<file path="config.mk">
export PLATFORM = sky130hd
export DESIGN_NAME = demodulador_bpsk_flat
export DESIGN_NICKNAME = d
export VERILOG_FILES = /design/src/rtl/demodulador_bpsk_pkg.sv /design/src/rtl/demodulador_bpsk_if.sv /design/src/rtl/demodulador_bpsk_acumulador_chip.sv /design/src/rtl/demodulador_bpsk.sv /design/src/flat_wrapper.sv
export SDC_FILE = /design/constraint.sdc
export NUM_CORES = 1
export LEC_CHECK = 0
export CORE_MARGIN = 2
export CORE_UTILIZATION = 56
export CTS_BUF_LIST = sky130_fd_sc_hd__clkbuf_4 sky130_fd_sc_hd__clkbuf_8
export CTS_CLUSTER_SIZE = 10
export DETAILED_ROUTE_END_ITERATION = 8
export PLACE_DENSITY = 0.85
export SKIP_LAST_GASP = 1
export SYNTH_ARGS = -nofsm -noshare
export SYNTH_HDL_FRONTEND = slang
export SYNTH_SLANG_ARGS = --single-unit
</file>
<file path="constraint.sdc">
create_clock -name clk -period 13.9 [get_ports clk]
set_clock_uncertainty 0.15 [all_clocks]
set_input_delay 2.085 -clock clk [delete_from_list [all_inputs] [get_ports clk]]
set_output_delay 2.085 -clock clk [all_outputs]
set_load 0.01 [all_outputs]
</file>
<file path="src/rtl/demodulador_bpsk_pkg.sv">
// Shared definitions for the BPSK echo demodulator: ADC mid-scale, FSM states and a width helper.
package demodulador_bpsk_pkg;

    localparam logic [13:0] CERO_ADC = 14'h1FFF;
    localparam int          ERR_W    = 5;

    typedef enum logic [1:0] {
        ST_IDLE  = 2'd0,
        ST_RUN   = 2'd1,
        ST_FLUSH = 2'd2,
        ST_WAIT  = 2'd3
    } estado_e;

    function automatic int clog2(input int valor);
        int r;
        r = 0;
        while ((32'd1 << r) < valor) begin
            r++;
        end
        return r;
    endfunction

endpackage

</file>
<file path="src/rtl/demodulador_bpsk_if.sv">
// ADC-side inputs and chip/window result outputs of the BPSK demodulator.
interface demodulador_bpsk_if
    import demodulador_bpsk_pkg::*;
#(
    parameter int CHIP_LEN = 64,
    parameter int N_CHIPS  = 16
);
    localparam int CHIP_W = 15 + clog2(CHIP_LEN);
    localparam int CORR_W = CHIP_W + clog2(N_CHIPS);

    logic                     sinc;
    logic [N_CHIPS-1:0]       cod;
    logic [13:0]              adc;
    logic                     bit_dec;
    logic signed [CHIP_W-1:0] chip_sum;
    logic                     bit_valid;
    logic signed [CORR_W-1:0] corr;
    logic [ERR_W-1:0]         err_cnt;
    logic                     corr_valid;
    logic                     busy;

    modport master (
        output sinc, cod, adc,
        input  bit_dec, chip_sum, bit_valid, corr, err_cnt, corr_valid, busy
    );

    modport slave (
        input  sinc, cod, adc,
        output bit_dec, chip_sum, bit_valid, corr, err_cnt, corr_valid, busy
    );

endinterface

</file>
<file path="src/rtl/demodulador_bpsk_acumulador_chip.sv">
// Sample/chip counters and signed per-chip integrator; flags when a complete chip sum is held.
module acumulador_chip
    import demodulador_bpsk_pkg::*;
#(
    parameter int CHIP_LEN = 64,
    parameter int N_CHIPS  = 16,
    localparam int CHIP_W  = 15 + clog2(CHIP_LEN)
) (
    input  logic                     clk,
    input  logic                     rst,
    input  logic                     clr,
    input  logic                     acc_en,
    input  logic signed [14:0]       muestra,
    output logic                     chip_done,
    output logic                     ultimo_chip,
    output logic                     fin_run,
    output logic signed [CHIP_W-1:0] chip_acc
);
    localparam int POS_W = clog2(CHIP_LEN);
    localparam int CUR_W = clog2(N_CHIPS) + 1;

    logic [POS_W-1:0]         pos_q, pos_d;
    logic [CUR_W-1:0]         cur_q, cur_d;
    logic signed [CHIP_W-1:0] acc_q, acc_d;
    logic                     full_q, full_d;
    logic                     wrap_s;
    logic signed [CHIP_W-1:0] muestra_ext_s;

    // Next-state of counters and integrator; the first sample of a chip replaces the old sum.
    always_comb begin
        wrap_s        = (pos_q == POS_W'(CHIP_LEN - 1));
        muestra_ext_s = {{(CHIP_W-15){muestra[14]}}, muestra};
        pos_d         = pos_q;
        cur_d         = cur_q;
        acc_d         = acc_q;
        full_d        = 1'b0;
        if (clr) begin
            pos_d = '0;
            cur_d = '0;
            acc_d = '0;
        end else if (acc_en) begin
            full_d = wrap_s;
            if (wrap_s) begin
                pos_d = '0;
                cur_d = cur_q + CUR_W'(1);
            end else begin
                pos_d = pos_q + POS_W'(1);
            end
            if (pos_q == '0) begin
                acc_d = muestra_ext_s;
            end else begin
                acc_d = acc_q + muestra_ext_s;
            end
        end else begin
            full_d = 1'b0;
        end
    end

    // Counter and accumulator registers.
    always_ff @(posedge clk or negedge rst) begin
        if (!rst) begin
            pos_q  <= '0;
            cur_q  <= '0;
            acc_q  <= '0;
            full_q <= 1'b0;
        end else begin
            pos_q  <= pos_d;
            cur_q  <= cur_d;
            acc_q  <= acc_d;
            full_q <= full_d;
        end
    end

    assign chip_done   = full_q;
    assign chip_acc    = acc_q;
    assign ultimo_chip = (cur_q == CUR_W'(N_CHIPS));
    // The integrator lags the sampled ADC by one edge, so this marks the window's last ADC edge.
    assign fin_run     = (cur_q == CUR_W'(N_CHIPS - 1)) && (pos_q == POS_W'(CHIP_LEN - 2));

endmodule

</file>
<file path="src/rtl/demodulador_bpsk.sv">
// BPSK receive correlator: integrates ADC echo per code chip, decides bits, and sums the window correlation.
module demodulador_bpsk
    import demodulador_bpsk_pkg::*;
#(
    parameter int CHIP_LEN = 64,
    parameter int N_CHIPS  = 16
) (
    input logic               clk,
    input logic               rst,
    demodulador_bpsk_if.slave bus
);
    localparam int CHIP_W = 15 + clog2(CHIP_LEN);
    localparam int CORR_W = CHIP_W + clog2(N_CHIPS);

    estado_e                  estado_q, estado_d;
    logic                     fl_q, fl_d;
    logic                     sinc_q, sinc_d;
    logic signed [14:0]       s_q, s_d;
    logic                     v_q, v_d;
    logic [N_CHIPS-1:0]       cod_q, cod_d;
    logic signed [CORR_W-1:0] corr_acc_q, corr_acc_d;
    logic [ERR_W-1:0]         err_acc_q, err_acc_d;
    logic                     bit_dec_q, bit_dec_d;
    logic signed [CHIP_W-1:0] chip_sum_q, chip_sum_d;
    logic                     bit_valid_q, bit_valid_d;
    logic signed [CORR_W-1:0] corr_q, corr_d;
    logic [ERR_W-1:0]         err_cnt_q, err_cnt_d;
    logic                     corr_valid_q, corr_valid_d;
    logic                     busy_q, busy_d;

    logic                     rise_s, start_s, abort_s, cierre_s, clr_s;
    logic                     chip_done_s, ultimo_s, fin_run_s;
    logic signed [CHIP_W-1:0] chip_acc_s;
    logic signed [CORR_W-1:0] chip_ext_s, aporte_s, corr_sig_s;
    logic                     dec_s, fallo_s;
    logic [ERR_W-1:0]         err_sig_s;

    assign rise_s   = bus.sinc && !sinc_q;
    assign start_s  = (estado_q == ST_IDLE) && rise_s;
    assign abort_s  = (estado_q == ST_RUN) && !bus.sinc;
    assign cierre_s = chip_done_s && !abort_s;
    assign clr_s    = start_s || abort_s;

    acumulador_chip #(
        .CHIP_LEN (CHIP_LEN),
        .N_CHIPS  (N_CHIPS)
    ) u_acumulador (
        .clk         (clk),
        .rst         (rst),
        .clr         (clr_s),
        .acc_en      (v_q),
        .muestra     (s_q),
        .chip_done   (chip_done_s),
        .ultimo_chip (ultimo_s),
        .fin_run     (fin_run_s),
        .chip_acc    (chip_acc_s)
    );

    // Window FSM: FLUSH lasts two cycles to drain the sample and integrator stages.
    always_comb begin
        estado_d = estado_q;
        fl_d     = 1'b0;
        case (estado_q)
            ST_IDLE: begin
                if (rise_s) estado_d = ST_RUN;
                else        estado_d = ST_IDLE;
            end
            ST_RUN: begin
                if (!bus.sinc)     estado_d = ST_IDLE;
                else if (fin_run_s) estado_d = ST_FLUSH;
                else               estado_d = ST_RUN;
            end
            ST_FLUSH: begin
                if (fl_q) estado_d = bus.sinc ? ST_WAIT : ST_IDLE;
                else      fl_d     = 1'b1;
            end
            ST_WAIT: begin
                if (!bus.sinc) estado_d = ST_IDLE;
                else           estado_d = ST_WAIT;
            end
            default: estado_d = ST_IDLE;
        endcase
        busy_d = (estado_d == ST_RUN) || (estado_d == ST_FLUSH);
    end

    // Sample offset removal, code shift register, correlation/error accumulation and result updates.
    always_comb begin
        sinc_d       = bus.sinc;
        s_d          = $signed({1'b0, bus.adc}) - $signed({1'b0, CERO_ADC});
        v_d          = start_s || ((estado_q == ST_RUN) && bus.sinc);
        dec_s        = ~chip_acc_s[CHIP_W-1];
        fallo_s      = dec_s ^ cod_q[N_CHIPS-1];
        chip_ext_s   = {{(CORR_W-CHIP_W){chip_acc_s[CHIP_W-1]}}, chip_acc_s};
        aporte_s     = cod_q[N_CHIPS-1] ? chip_ext_s : -chip_ext_s;
        corr_sig_s   = corr_acc_q + aporte_s;
        err_sig_s    = err_acc_q + {{(ERR_W-1){1'b0}}, fallo_s};
        cod_d        = cod_q;
        corr_acc_d   = corr_acc_q;
        err_acc_d    = err_acc_q;
        bit_dec_d    = bit_dec_q;
        chip_sum_d   = chip_sum_q;
        bit_valid_d  = 1'b0;
        corr_d       = corr_q;
        err_cnt_d    = err_cnt_q;
        corr_valid_d = 1'b0;
        if (start_s) begin
            cod_d      = bus.cod;
            corr_acc_d = '0;
            err_acc_d  = '0;
        end else if (abort_s) begin
            corr_acc_d = '0;
            err_acc_d  = '0;
        end else if (cierre_s) begin
            cod_d       = {cod_q[N_CHIPS-2:0], 1'b0};
            corr_acc_d  = corr_sig_s;
            err_acc_d   = err_sig_s;
            bit_dec_d   = dec_s;
            chip_sum_d  = chip_acc_s;
            bit_valid_d = 1'b1;
            if (ultimo_s) begin
                corr_d       = corr_sig_s;
                err_cnt_d    = err_sig_s;
                corr_valid_d = 1'b1;
            end else begin
                corr_valid_d = 1'b0;
            end
        end else begin
            bit_valid_d = 1'b0;
        end
    end

    // State, pipeline and output registers.
    always_ff @(posedge clk or negedge rst) begin
        if (!rst) begin
            estado_q     <= ST_IDLE;
            fl_q         <= 1'b0;
            sinc_q       <= 1'b0;
            s_q          <= '0;
            v_q          <= 1'b0;
            cod_q        <= '0;
            corr_acc_q   <= '0;
            err_acc_q    <= '0;
            bit_dec_q    <= 1'b0;
            chip_sum_q   <= '0;
            bit_valid_q  <= 1'b0;
            corr_q       <= '0;
            err_cnt_q    <= '0;
            corr_valid_q <= 1'b0;
            busy_q       <= 1'b0;
        end else begin
            estado_q     <= estado_d;
            fl_q         <= fl_d;
            sinc_q       <= sinc_d;
            s_q          <= s_d;
            v_q          <= v_d;
            cod_q        <= cod_d;
            corr_acc_q   <= corr_acc_d;
            err_acc_q    <= err_acc_d;
            bit_dec_q    <= bit_dec_d;
            chip_sum_q   <= chip_sum_d;
            bit_valid_q  <= bit_valid_d;
            corr_q       <= corr_d;
            err_cnt_q    <= err_cnt_d;
            corr_valid_q <= corr_valid_d;
            busy_q       <= busy_d;
        end
    end

    assign bus.bit_dec    = bit_dec_q;
    assign bus.chip_sum   = chip_sum_q;
    assign bus.bit_valid  = bit_valid_q;
    assign bus.corr       = corr_q;
    assign bus.err_cnt    = err_cnt_q;
    assign bus.corr_valid = corr_valid_q;
    assign bus.busy       = busy_q;

endmodule
</file>
<file path="src/flat_wrapper.sv">
// flat-port wrapper written by rule: the top's interface ports become plain ports
module demodulador_bpsk_flat import demodulador_bpsk_pkg::*;
#(
    parameter int CHIP_LEN = 64,
    parameter int N_CHIPS  = 16
)
  (clk, rst, bus_sinc, bus_cod, bus_adc, bus_bit_dec, bus_chip_sum, bus_bit_valid, bus_corr, bus_err_cnt, bus_corr_valid, bus_busy);
  demodulador_bpsk_if #(.CHIP_LEN(CHIP_LEN), .N_CHIPS(N_CHIPS)) bus_i ();
  input logic clk;
  input logic rst;
  input wire logic [$bits(bus_i.sinc)-1:0] bus_sinc;
  input wire logic [$bits(bus_i.cod)-1:0] bus_cod;
  input wire logic [$bits(bus_i.adc)-1:0] bus_adc;
  output wire logic [$bits(bus_i.bit_dec)-1:0] bus_bit_dec;
  output wire logic [$bits(bus_i.chip_sum)-1:0] bus_chip_sum;
  output wire logic [$bits(bus_i.bit_valid)-1:0] bus_bit_valid;
  output wire logic [$bits(bus_i.corr)-1:0] bus_corr;
  output wire logic [$bits(bus_i.err_cnt)-1:0] bus_err_cnt;
  output wire logic [$bits(bus_i.corr_valid)-1:0] bus_corr_valid;
  output wire logic [$bits(bus_i.busy)-1:0] bus_busy;
  assign bus_i.sinc = bus_sinc;
  assign bus_i.cod = bus_cod;
  assign bus_i.adc = bus_adc;
  assign bus_bit_dec = bus_i.bit_dec;
  assign bus_chip_sum = bus_i.chip_sum;
  assign bus_bit_valid = bus_i.bit_valid;
  assign bus_corr = bus_i.corr;
  assign bus_err_cnt = bus_i.err_cnt;
  assign bus_corr_valid = bus_i.corr_valid;
  assign bus_busy = bus_i.busy;
  demodulador_bpsk #(.CHIP_LEN(CHIP_LEN), .N_CHIPS(N_CHIPS)) u_core (.clk(clk), .rst(rst), .bus(bus_i));
endmodule
</file>
==> flow_summary.yaml, run 1 <==
placed_design:
  pre_cts_ws_ps: 8840
  dp.cells: 1289
  dpl.hpwl_um: 14700
  io_buffers: 87
  place.gp.congestion: 0.894
flow_run:
  drv_cap: 0
finish:
  fin_nets: 1178
  post-route-util: 0.650
  antenna_cells: 0
  drive_above_1_share: 0.0611
  fill_cells: 1302
  fin_cells: 1316
  synthToLayoutAreaGrowth_pct: 14.3
timing:
  slew_headroom: 0.300
  rsz0062_at_grt: "no"
  worst_pin_slew_ps: 1050
  max_freq_ghz: 0.208
  fin_crit_sh: 0.346
  setup_viol: 0
  tns_ps: 0
  final.setup.worst_slack_ps: 9090
  hold_viol: 0
  drv_slew: 0
  layout_min_cycle_time_ps: 4810
worst_setup_path:
  cp_top_family: "simple AND/OR/NAND/NOR gates"
  critPathLaunchType: "flop"
  slowest_delay_ps: 570
  required_ps: 14160
  crit_path_max_fanout: 6
  crit_path_cell_trace: "inv_1 -> ha_1 -> or3b_2 -> nor4_1 -> nor3b_1 -> a21oi_1 -> xnor2_1 -> ha_1 -> a21oi_1 -> a21boi_0 -> o41a_1 -> or4_2 -> a311o_1 -> nand2_1"
  cp-end-kind: "flop"
  worstPathArrival_ps: 5070
  worstSetupPathType: "flop to flop"
  critical-path-slowest-cell: "or4_2"
  path_buf_inv: 1
clocking:
  cts_htree_levels: 4
  clk_latency_ps: 470
  post-cts-setup-buffers: 0
  cts_resized: 0
  cts_buffers: 17
  cts.reportedPaths.clkPinSlew_ps: 70
  clock_path_buffers: 2
  cts_sinks: 154
  cts_hold_buf: 0
  tritoncts: "built"
  clockRootBuffer: "clkbuf_8"
route:
  dr_wl_met3_um: 1060
  drt_first_pass_iters: 5
  drtIter0Drc: 615
  route.vias.total: 7730
  vias_per_cell: 5.87
  wl_um: 20600
  drt-met1-wl_um: 9600
  drtAntennaViolNets: 0
  remaining_drc_errors: 0
  wire_per_inst_um: 15.6
  met2_length_um: 9680
  top_layer: "met4"
floorplanning:
  die_x_um: 133
  core_area_um2: 16400
  die-area_um2: 17700
  start_util: 0.568
  rows: 47
  ios: 88
  die-height_um: 133
global_routing:
  grt_max_degree: 82
  grt_antenna_before_repair: 0
  overflow: 0
  grt_pass1_wl_um: 34900
  grt_use_total: 0.243
  grt_pass1_vias: 7150
synthesis:
  synth_seq_cells: 154
  syn_area_per_cell_um2: 9.12
  synth_area_leaders: "dfrtp_1, ha_1, nand2_1"
  netlist_area_um2: 9330
  synthDistinctLibCells: 67
  postSynthCellCount: 1023
  synth_top_area_share: 0.413
  synth.most_common_cell: "dfrtp_1"
  ys_top_cells_by_count: "dfrtp_1, nand2_1, nor2_1"
  ys.flop_type: "dfrtp_1"
  synth.yosys.seq_area_share: 0.413
  async_reset_ff_frac: 1.00
  yosysWarnings: 0
  syn_nets: 1113
  synth_enable_flop_cells: 0
  synth_top_area_cell: "dfrtp_1"
pwr:
  pwr-share-seq: 0.350
  p_int_mw: 0.966
  power.switching_mw: 0.737
  leakage_nw: 4.86
  combPwrFrac: 0.482
  ir_drop_mv: 0.0775
  p_sw_frac: 0.433
  clkPwrFrac: 0.168
  cellPowerDensity_nw_per_um2: 160
  power_mw: 1.70
run_status:
  status: "completed"
min_path:
  min_path_type: "flop to flop"
-- cell type report --
class,count,area [um^2],area share
inverters,27,101,0.00951
clock buffers,22,284,0.0266
well taps,220,275,0.0258
repair buffers,95,932,0.0874
flip-flops and latches,154,3850,0.361
multi-input cells,793,5190,0.487
clock inverters,5,25.0,0.00235
-- kinds of logic after synthesis --
logic type / count (synthesis) / synth area share
simple gates: 356 / 0.177
fa+ha+maj: 57 / 0.0781
mux: 52 / 0.0582
buf+inv: 76 / 0.0309
flops: 154 / 0.413
xor+xnor: 77 / 0.0723
compound gates: 251 / 0.170
-- cells in the final DEF, fill, tap and decap left out, types with 17 or more instances in the layout --
cell type / n
a211oi_1: 19
a21o_1: 19
a21oi_1: 71
a31oi_1: 17
clkbuf_8: 19
clkdlybuf4s50_1: 86
dfrtp_1: 154
ha_1: 55
inv_1: 26
mux2_2: 18
mux2i_1: 34
nand2_1: 122
nand3_1: 26
nor2_1: 100
nor3_1: 27
o21ai_0: 64
xnor2_1: 29
xor2_1: 48
-- metrics by stage --
stage                     hold WS [ps]  cell area, um^2
after global routing               317            10700
after CTS                          286            10700
after detailed placement           276            10400
after global placement             268            10400
after floorplan                    259             9330
final                              288            10700
-- path summary, 6_finish.rpt --
check	start	endpoint	slack, ps	cells past startpoint
max in group asynchronous	rst	u_core.s_q[0]	10680	2
min	u_core.fl_q	u_core.fl_q	290	1
max	u_core.u_acumulador.chip_acc[1]	u_core.corr_acc_q[24]	9090	14
min in group asynchronous	rst	u_core.bus.err_cnt[3]	1470	1
min reg2reg	u_core.fl_q	u_core.fl_q	290	1
max reg2reg	u_core.u_acumulador.chip_acc[1]	u_core.corr_acc_q[24]	9090	14
-- power by group through the flow --
stage / clock network (mW) / registers [mW] / logic, mW
final: 0.286 / 0.596 / 0.821
after global routing: 0.311 / 0.605 / 0.914
after CTS: 0.291 / 0.593 / 0.812
after detailed placement: 0 / 0.601 / 0.806
after global placement: 0 / 0.597 / 0.784
after floorplan: 0 / 0.563 / 0.648
-- per-layer routing --
layer / track usage / vias up
met3: 0.0464 / 24
met4: 0.0633 / 0
li1: - / 3774
met1: 0.341 / 3729
met5: 0 / -
met2: 0.388 / 203
-- sequential cells by signal, indices dropped and copies added (netlist names) --
name / count
u_core.err_acc_q: 5
u_core.bus.err_cnt: 5
u_core.bus.corr_valid: 1
u_core.v_q: 1
u_core.u_acumulador.cur_q: 5
u_core.estado_q: 2
u_core.corr_acc_q: 25
u_core.sinc_q: 1
u_core.bus.bit_dec: 1
u_core.fl_q: 1
u_core.bus.busy: 1
u_core.u_acumulador.chip_done: 1
u_core.bus.bit_valid: 1
u_core.s_q: 15
u_core.cod_q: 16
u_core.bus.corr: 25
u_core.bus.chip_sum: 21
u_core.u_acumulador.pos_q: 6
u_core.u_acumulador.chip_acc: 21
Power figures use the tool's default switching activity.
==> run 2, diff against run 1 <==
==> constraint.sdc (replaced) <==
create_clock -name clk -period 4.9 [get_ports clk]
set_clock_uncertainty 0.15 [all_clocks]
set_input_delay 0.735 -clock clk [delete_from_list [all_inputs] [get_ports clk]]
set_output_delay 0.735 -clock clk [all_outputs]
set_load 0.01 [all_outputs]
==> flow_summary.yaml, run 2 (synthesis results as in run 1) <==
run_status:
  status: "completed"
floorplanning:
  start_util: 0.568
  die-area_um2: 17700
  rows: 47
  core_area_um2: 16400
  ios: 88
  die_x_um: 133
  die-height_um: 133
worst_setup_path:
  cp_top_family: "simple AND/OR/NAND/NOR gates"
  crit_path_cell_trace: "inv_1 -> ha_1 -> or3b_2 -> or4_4 -> nor3_1 -> nor2_1 -> xor2_1 -> ha_2 -> and3_1 -> a21boi_0 -> o41a_1 -> or4_2 -> a311o_1 -> nand2_1"
  cp-end-kind: "flop"
  worstSetupPathType: "flop to flop"
  required_ps: 5160
  reg2regPathDepth: 14
  worstPathArrival_ps: 4910
  critical-path-slowest-cell: "or4_4"
  path_buf_inv: 1
  reg2reg_slack_ps: 250
  slowest_delay_ps: 570
  regToRegStartpoint: "u_core.u_acumulador.chip_acc[1]"
  critPathLaunchType: "flop"
  crit_path_max_fanout: 8
  startpoint: "u_core.u_acumulador.chip_acc[1]"
  r2r-end: "u_core.corr_acc_q[24]"
global_routing:
  grt_max_degree: 94
  grt_pass1_vias: 7428
  grt_pass1_wl_um: 35900
  grt_antenna_before_repair: 0
  grt_use_total: 0.251
  overflow: 0
finish:
  fin_nets: 1186
  drive_above_1_share: 0.0739
  antenna_cells: 0
  synthToLayoutAreaGrowth_pct: 16.2
  layout_common_cells: "dfrtp_1, nand2_1, nor2_1, clkdlybuf4s50_1, a21oi_1"
  layout_commonest_cell: "dfrtp_1"
  fin_area_um2: 10800
  post-route-util: 0.661
pwr:
  cellPowerDensity_nw_per_um2: 468
  leakage_nw: 4.94
  p_int_mw: 2.92
  power.switching_mw: 2.15
  power_mw: 5.07
  combPwrFrac: 0.470
  ir_drop_mv: 0.231
  clkPwrFrac: 0.200
  p_sw_frac: 0.424
  pwr-share-seq: 0.329
timing:
  hold_slack_ps: 188
  drv_slew: 0
  max_freq_ghz: 0.215
  worst_pin_slew_ps: 1110
  layout_min_cycle_time_ps: 4650
  fin_crit_sh: 0.950
  hold_viol: 0
  setup_viol: 0
  slew_headroom: 0.261
route:
  route.vias.total: 7746
  drtIter0Drc: 705
  wl_um: 21400
  wire_per_inst_um: 16.1
  remaining_drc_errors: 0
  vias_per_cell: 5.83
  drt_first_pass_iters: 9
  drtAntennaViolNets: 0
clocking:
  post-cts-setup-buffers: 0
  tritoncts: "built"
  cts_buffers: 17
  clk_latency_ps: 470
  clock_path_buffers: 2
  cts_hold_buf: 0
  cts.reportedPaths.clkPinSlew_ps: 80
  cts_htree_levels: 4
  cts_sinks: 154
  clockRootBuffer: "clkbuf_8"
placed_design:
  dpl.hpwl_um: 15300
  io_buffers: 87
  place.gp.congestion: 0.959
  placedInstanceArea_um2: 10400
min_path:
  min_path_type: "input pin to asynchronous set/reset pin"
flow_run:
  drv_cap: 0
run 2: cell types whose count changed in the layout (fill, tap and decap cells not counted), moves of 3 or more:
cell and change:
clkbuf_4 -3, bufinv_16 +3, buf_4 +8, clkinvlp_4 +3
run 2: timing repair:
| action | 4_1_cts | 5_1_grt |
|---|---|---|
| resized for setup | 0 | 2 |
| endpoints found under the setup margin | 0 | 1 |
| hold endpoints to repair | 0 | 0 |
run 2: stage by stage:
step,instances,TNS [ps],worst slack (ps)
after floorplan,1023,0,461
after global placement,1297,0,394
after detailed placement,1297,0,234
after CTS,1329,0,202
after global routing,1329,-1.75,-1.75
final,1329,0,247
run 2: metal layers:
metal / wire [um] / up-vias / track usage / share of wire
met5: 0 / - / 0 / 0
met2: 10100 / 248 / 0.409 / 0.47
met1: 9870 / 3662 / 0.350 / 0.46
met4: 333 / 0 / 0.0747 / 0.016
met3: 1120 / 30 / 0.0349 / 0.053
li1: - / 3806 / - / -
run 2: worst max-delay path by stage:
stage	endpoint	slack (ps)	depth (start not counted)
6_report	u_core.corr_acc_q[24]	250	14
5_1_grt	u_core.corr_acc_q[24]	-2	14
4_1_cts	u_core.corr_acc_q[24]	200	14
3_5_place_dp	u_core.corr_acc_q[24]	230	14
3_3_place_gp	u_core.corr_acc_q[24]	390	14
2_1_floorplan	u_core.corr_acc_q[24]	460	16
run 2: power groups by stage:
stage	clock network (mW)	logic, mW	registers [mW]
2_1_floorplan	0	1.84	1.60
5_1_grt	1.09	2.63	1.70
3_3_place_gp	0	2.27	1.67
3_5_place_dp	0	2.32	1.69
6_report	1.02	2.38	1.67
4_1_cts	1.04	2.34	1.66
run 2: final cells by class:
cell class,count,area [um^2]
fillers,1322,5570
multi-input cells,793,5200
flip-flops and latches,154,3850
repair buffers,103,992
clock buffers,20,275
well taps,220,275
clock inverters,12,146
inverters,27,101
==> patch, RTL diff (config.mk and constraints of run 2) <==
`N_CHIPS` is set to 16 in 4 places; all go to 32.
--- a/src/rtl/demodulador_bpsk_if.sv
+++ b/src/rtl/demodulador_bpsk_if.sv
@@ -3,7 +3,7 @@
     import demodulador_bpsk_pkg::*;
 #(
     parameter int CHIP_LEN = 64,
-    parameter int N_CHIPS  = 16
+    parameter int N_CHIPS  = 32
 );
     localparam int CHIP_W = 15 + clog2(CHIP_LEN);
     localparam int CORR_W = CHIP_W + clog2(N_CHIPS);
--- a/src/rtl/demodulador_bpsk_acumulador_chip.sv
+++ b/src/rtl/demodulador_bpsk_acumulador_chip.sv
@@ -3,7 +3,7 @@
     import demodulador_bpsk_pkg::*;
 #(
     parameter int CHIP_LEN = 64,
-    parameter int N_CHIPS  = 16,
+    parameter int N_CHIPS  = 32,
     localparam int CHIP_W  = 15 + clog2(CHIP_LEN)
 ) (
     input  logic                     clk,
--- a/src/rtl/demodulador_bpsk.sv
+++ b/src/rtl/demodulador_bpsk.sv
@@ -3,7 +3,7 @@
     import demodulador_bpsk_pkg::*;
 #(
     parameter int CHIP_LEN = 64,
-    parameter int N_CHIPS  = 16
+    parameter int N_CHIPS  = 32
 ) (
     input logic               clk,
     input logic               rst,
--- a/src/flat_wrapper.sv
+++ b/src/flat_wrapper.sv
@@ -2,7 +2,7 @@
 module demodulador_bpsk_flat import demodulador_bpsk_pkg::*;
 #(
     parameter int CHIP_LEN = 64,
-    parameter int N_CHIPS  = 16
+    parameter int N_CHIPS  = 32
 )
   (clk, rst, bus_sinc, bus_cod, bus_adc, bus_bit_dec, bus_chip_sum, bus_bit_valid, bus_corr, bus_err_cnt, bus_corr_valid, bus_busy);
   demodulador_bpsk_if #(.CHIP_LEN(CHIP_LEN), .N_CHIPS(N_CHIPS)) bus_i ();
Ports: changed (resized bus_cod and bus_corr); port bits go from 88 to 105. The function was not compared with the original's and may differ.
==> patch against run 2 <==
  * Power up 4.1%
  * Core utilization is 0.93 points higher
  * Worst hold slack better by 26 ps
  * Area after synthesis up 7.0%
  * Via count is 3.3% higher
  * Highest routed layer unchanged
  * Design area increased by 7.3%
  * Sequential power increased by 14%
  * Wire length increased by 1.5%
  * Die area is 6.8% higher
  * Count of clock-buffer cells in the layout is the same
  * Setup slack better by 130 ps
  * Sequential cell count increased by 19
==> patch: results <==
[global_route]
gr-usage-met3_pct = 4.01
gr-usage-met2_pct = 38.7
grt_pass1_vias = 7644
grt_pass1_wl_mm = 36.5
grtUsageTotal_pct = 24.2

[layout]
area_growth_pct = 16.5
nets = 1253
final_cells = 1385
nFillCells = 1370

[sta]
worst_hold_slack_ps = 214
fin_crit_ps = 4520
max_slew.worst_pin.slew_ps = 1010

[route]
drtPass1Iterations = 5
top_layer_used = "met4"
wl_met2_mm = 10.3
drt_iter0_markers = 626
met1_length_mm = 10.1
detail_route.wl_per_cell_um = 15.7
wl_met3_mm = 1.03

[critical_path]
rr_worst_depth = 15
worstPathMaxFanout = 7
slowest_delay_ps = 520
rrSetupSlack_ps = 380
reg2reg_to = "u_core.bus.corr[25]"

[pwr]
p_sw_uw = 2150
power_frac_comb_pct = 44.4
p_clk_share_pct = 19.4

[logic_synthesis]
synth.net_count = 1165
synth_fa_ha_area_share_pct = 7.29
synth_seq_area_share_pct = 43.4
yosysUniqueCellTypes = 68
synth_xor_area_share_pct = 6.76
synth.area.mux_share_pct = 7.71
synth_compound_area_share_pct = 14.3
ys_top_cells_by_count = "173 x dfrtp_1, 129 x nand2_1, 115 x nor2_1"

[placed_design]
io_buffers = 104
dp_hpwl_mm = 15.8
placed_cell_area_mm2 = 0.0112
pre_cts_ws_ps = 472

[status]
status = "complete, no violations"
[patch: cell types whose count changed in the layout (fill, tap and decap cells not counted), moves of 7 or more]
cell / before / now
a211oi_1: 19 / 7
a21oi_1: 71 / 84
a31oi_1: 17 / 9
buf_4: 16 / 8
clkdlybuf4s50_1: 86 / 103
dfrtp_1: 154 / 173
mux2i_1: 34 / 54
nand4_1: 15 / 8
nor2_1: 100 / 114
nor2b_1: 4 / 12
o21ai_0: 64 / 53
or3_1: 4 / 12
xnor2_1: 29 / 38
xor2_1: 48 / 39
[patch: final cells by class]
| cell class | count | area share [%] |
|---|---|---|
| sequential | 173 | 37.2 |
| multi-input combinational | 812 | 46.2 |
| inverter | 30 | 0.968 |
| tap | 225 | 2.42 |
| clock buffer | 20 | 2.37 |
| timing repair buffer | 113 | 9.65 |
| clock inverter | 12 | 1.15 |
